File: config.mk
export PLATFORM = sky130hd
export DESIGN_NAME = uart_rx_buffer
export DESIGN_NICKNAME = d
export VERILOG_FILES = /design/src/rtl/uart_rx_buffer.sv
export SDC_FILE = /design/constraint.sdc
export NUM_CORES = 1
export LEC_CHECK = 0
export ABC_AREA = 1
export BUFFER_PORTS_ARGS = -buffer_cell sky130_fd_sc_hd__buf_2
export CAP_MARGIN = 10
export CORE_MARGIN = 2
export CORE_UTILIZATION = 23
export DETAILED_ROUTE_END_ITERATION = 6
export GPL_ROUTABILITY_DRIVEN = 1
export HOLD_SLACK_MARGIN = 0.02
export PLACE_DENSITY = 0.45
export SETUP_SLACK_MARGIN = 0.1
export SLEW_MARGIN = 5
export SYNTH_ARGS = -nofsm -noshare
export SYNTH_HDL_FRONTEND = slang
export SYNTH_SLANG_ARGS = --single-unit
export TNS_END_PERCENT = 1
File: constraint.sdc
create_clock -name clock -period 2.84 [get_ports clock]
set_input_delay 0.426 -clock clock [delete_from_list [all_inputs] [get_ports clock]]
set_output_delay 0.426 -clock clock [all_outputs]
set_load 0.02 [all_outputs]
File: src/rtl/uart_rx_buffer.sv
// uart_rx_buffer: receive-side frame FIFO behind the UART receiver.
// Captures {rx_error, rx_data} on each rising edge of rx_done_flag. Errored
// frames can optionally be filtered out. Frames are stored in a circular FIFO
// and presented to the host over a valid/ready read port. Frames lost because
// the FIFO was full are recorded as overflow.
//
// Ports:
//   clock, reset              system clock, async active-high reset
//   rx_done_flag              receiver frame-complete flag (pulse or level)
//   rx_data[7:0]              received byte
//   rx_error[2:0]             {stop, start, parity} error bits
//   drop_errored              discard frames with any error bit set
//   rd_ready                  host accepts the head entry
//   clear_overflow            clears overflow and overflow_count
//   rd_valid                  FIFO non-empty
//   rd_data[7:0]              head byte
//   rd_error[2:0]             head error bits
//   count[ADDR_W:0]           stored entries, 0..DEPTH
//   full, empty               derived from count
//   overflow                  sticky frame-lost flag
//   overflow_count[7:0]       frames lost, saturating at 255
module uart_rx_buffer #(
  parameter int unsigned DEPTH  = 16,
  parameter int unsigned ADDR_W = 4
) (
  input  logic              clock,
  input  logic              reset,
  input  logic              rx_done_flag,
  input  logic [7:0]        rx_data,
  input  logic [2:0]        rx_error,
  input  logic              drop_errored,
  input  logic              rd_ready,
  input  logic              clear_overflow,
  output logic              rd_valid,
  output logic [7:0]        rd_data,
  output logic [2:0]        rd_error,
  output logic [ADDR_W:0]   count,
  output logic              full,
  output logic              empty,
  output logic              overflow,
  output logic [7:0]        overflow_count
);

  localparam int unsigned CNT_W   = ADDR_W + 1;
  localparam int unsigned ENTRY_W = 11;

  logic [ENTRY_W-1:0] mem [DEPTH];
  logic [ADDR_W-1:0]  wr_ptr;
  logic [ADDR_W-1:0]  rd_ptr;
  logic               done_q;

  logic capture_c;
  logic accept_c;
  logic pop_c;
  logic push_c;
  logic ovf_drop_c;

  // Status flags come straight from the registered count.
  assign full     = (count == CNT_W'(DEPTH));
  assign empty    = (count == '0);
  assign rd_valid = ~empty;

  // Head entry is a direct read of the storage at rd_ptr.
  assign rd_data  = mem[rd_ptr][7:0];
  assign rd_error = mem[rd_ptr][10:8];

  // Capture on the rising edge of the done flag, then apply the error filter.
  assign capture_c  = rx_done_flag & ~done_q;
  assign accept_c   = capture_c & ~(drop_errored & (rx_error != 3'd0));
  assign pop_c      = rd_valid & rd_ready;
  // A full FIFO still accepts a frame when the head leaves in the same cycle.
  assign push_c     = accept_c & (~full | pop_c);
  assign ovf_drop_c = accept_c & full & ~pop_c;

  // Done-flag history for edge detection.
  always_ff @(posedge clock or posedge reset) begin
    if (reset) begin
      done_q <= 1'b0;
    end else begin
      done_q <= rx_done_flag;
    end
  end

  // Frame storage; contents are don't-care until written.
  always_ff @(posedge clock) begin
    if (push_c) begin
      mem[wr_ptr] <= {rx_error, rx_data};
    end
  end

  // Pointers and occupancy.
  always_ff @(posedge clock or posedge reset) begin
    if (reset) begin
      wr_ptr <= '0;
      rd_ptr <= '0;
      count  <= '0;
    end else begin
      if (push_c) begin
        wr_ptr <= wr_ptr + ADDR_W'(1);
      end
      if (pop_c) begin
        rd_ptr <= rd_ptr + ADDR_W'(1);
      end
      if (push_c && !pop_c) begin
        count <= count + CNT_W'(1);
      end else if (pop_c && !push_c) begin
        count <= count - CNT_W'(1);
      end
    end
  end

  // Overflow status; a drop in the same cycle as a clear restarts the count at 1.
  always_ff @(posedge clock or posedge reset) begin
    if (reset) begin
      overflow       <= 1'b0;
      overflow_count <= 8'd0;
    end else if (ovf_drop_c) begin
      overflow <= 1'b1;
      if (clear_overflow) begin
        overflow_count <= 8'd1;
      end else if (overflow_count != 8'd255) begin
        overflow_count <= overflow_count + 8'd1;
      end
    end else if (clear_overflow) begin
      overflow       <= 1'b0;
      overflow_count <= 8'd0;
    end
  end

endmodule

==> impl_metrics.py <==
metrics = {
    "status": {
        "outcome": "completed",
    },
    "cells_and_area": {
        "layout_common_cells": "edfxtp_1 (176), inv_1 (110), nand2_1 (101)",
        "fillers": 3900,
        "fin_nets": 831,
        "area_delta_synth_final_pct": 17.0,
        "final_common_cell": "edfxtp_1",
        "diodes": 0,
        "instances_no_fill": 1327,
        "final_area_mm2": 0.0104,
        "drive_gt1_share_pct": 20.1,
    },
    "routing": {
        "drtPass1Iterations": 4,
        "ant_nets": 0,
        "viasPerCell": 4.09,
        "drt_wl_total_um": 20700,
        "drt-initial-drc-count": 249,
        "wl_per_cell_um": 15.6,
        "vias": 5425,
        "drc": 0,
    },
    "cts": {
        "root_buffer": "clkbuf_16",
        "cts_resized": 0,
        "cts_hold_buf": 0,
        "insertion_delay_ps": 440,
        "ctsHtreeMaxLevel": 4,
        "path_clk_slew_ps": 80,
        "cts.path.max_buffers": 2,
        "numCtsBuffers": 17,
        "cts_setup_buffers": 0,
        "cts_tree": "done",
        "clock_sinks": 199,
    },
    "synthesis": {
        "ys_seq_elements": 199,
        "synth_compound_area_share_pct": 11.4,
        "synth_cells": 744,
        "netlist_area_mm2": 0.00885,
        "synthAdderAreaFrac_pct": 1.64,
        "yosysUniqueCellTypes": 33,
        "synth_nets": 772,
        "yosys.area_share.simple_pct": 11.7,
        "synth-xor-area-share_pct": 1.09,
        "yosys_warnings": 0,
        "muxShareOfSynthArea_pct": 0,
        "yosysTopAreaCell": "edfxtp_1",
        "yosysSeqAreaShare_pct": 66.2,
        "synth_area_per_cell_um2": 11.9,
        "synth_area_leaders": "edfxtp_1 (60%), dfrtp_1 (6.5%), inv_1 (4.7%)",
        "yosysTopAreaCellShare_pct": 59.7,
        "synth_top_family_by_area": "simple AND/OR/NAND/NOR gates",
    },
    "critical_path": {
        "r2r_start": "count[1]",
        "worstSetupPathType": "reg -> out",
        "worstSetupEndpointType": "output port",
        "r2r_cells": 13,
        "r2r_slack_ps": 550,
        "cp-start-kind": "flip-flop",
        "cp_data_required_time_ps": 2410,
        "cp_max_fo": 32,
        "r2r-end": "count[4]",
        "worstPathArrival_ps": 2190,
    },
    "die": {
        "die_h_um": 200,
        "start_util_pct": 23.4,
        "io_pins": 45,
        "rows": 71,
        "dieArea_mm2": 0.0401,
        "core_mm2": 0.0378,
        "die_x_um": 200,
    },
    "sta": {
        "whs_ps": 114,
        "setup_viol": 0,
        "tightest_slew_ps": 752,
        "maxSlewViolCount": 0,
        "fmax_mhz": 383,
        "fin_crit_ps": 2610,
        "finalSetupTns_ps": 0,
        "skew_ps": 15.1,
        "final-hold-violation-count": 0,
        "rsz0062_at_grt": "yes",
        "slew_headroom_pct": 49.8,
        "finalCritPeriodShare_pct": 92.0,
    },
    "pwr": {
        "leakage_uw": 0.00398,
        "peakVddDrop_uv": 545,
        "p_per_area_mw_per_mm2": 893,
        "finalPower_uw": 9250,
    },
    "place": {
        "gp_congestion": 0.782,
        "placed_cell_area_mm2": 0.00975,
        "dp.cells": 1294,
        "io_buffers": 44,
        "hpwl_um": 13100,
    },
    "global_route": {
        "grt_max_degree": 60,
        "grt_pass1_vias": 5162,
        "antenna_found_initial": 1,
        "grt_pass1_wl_um": 31700,
        "track_usage_pct": 10.4,
        "overflow": 0,
    },
    "job": {
        "max_cap_violations": 0,
    },
    "min_path": {
        "hold_class": "in -> async",
    },
}
==> metal layers <==
metal / up-vias / share of wire [%] / GRT usage [%]
met3: 20 / 3.4 / 1.68
met2: 71 / 48 / 17.0
met4: 0 / 1.3 / 2.69
li1: 2705 / - / -
met5: - / 0 / 0
met1: 2629 / 47 / 14.3
==> Yosys cell counts, drive strengths merged <==
cell type,number
a21oi,48
buf,29
clkbuf,8
dfrtp,23
edfxtp,176
fa,1
ha,10
inv,112
nand2,107
nand3,83
nand3b,1
nand4,4
nor2,32
nor3,3
o211ai,45
o21ai,51
xnor2,2
xor2,9
==> layout make-up <==
type	instances	area (um2)	share of cell area [%]
multi-input combinational	396	2290	22.1
tap	511	639	6.17
clock inverter	15	163	1.57
clock buffer	17	425	4.11
inverter	112	423	4.08
timing repair buffer	77	551	5.32
sequential	199	5870	56.7
==> worst max-delay path, cell delays in order, from the launching register on <==
cell and delay, ps:
dfrtp_4 670, buf_4 390, a21oi_1 120, o21ai_0 80, nand3_1 100, nand3_1 130, nand2_1 90, buf_2 170
==> how the worst max path moves through the flow <==
stage,start,end,slack (ps),cells after the start
6_report,rd_ptr[0],rd_data[1],230,7
5_1_grt,rd_ptr[0],rd_data[1],60,7
3_5_place_dp,rx_error[1],count[4],270,17
3_3_place_gp,rx_error[1],count[4],270,17
4_1_cts,rd_ptr[1],rd_data[7],150,8
2_1_floorplan,count[1],count[4],630,12
==> cell families after synthesis <==
kind of cell / Yosys count
AND/OR/NAND/NOR: 230
flip-flops: 199
buffers and inverters: 149
AO/OA/AOI/OAI: 144
XOR/XNOR: 11
adder cells (fa/ha/maj): 11
==> per-stage QoR <==
step | utilization (%) | setup slack [ps]
2_1_floorplan | - | 629
3_3_place_gp | 25.8 | 270
3_5_place_dp | 25.8 | 270
4_1_cts | 27.4 | 151
5_1_grt | 27.4 | 59.0
6_report | 27.4 | 228
==> where the power goes <==
part / internal (uW) / total, uW / switching [uW]
clock: 1190 / 2410 / 1220
sequential: 3350 / 3600 / 245
combinational: 1100 / 3240 / 2130
==> registers in the layout, summed over array words and instances, names as in the netlist <==
name and flops:
count 5, done_q 1, mem 176, overflow 1, overflow_count 8, rd_ptr 4, wr_ptr 4
Power figures use the tool's default switching activity.
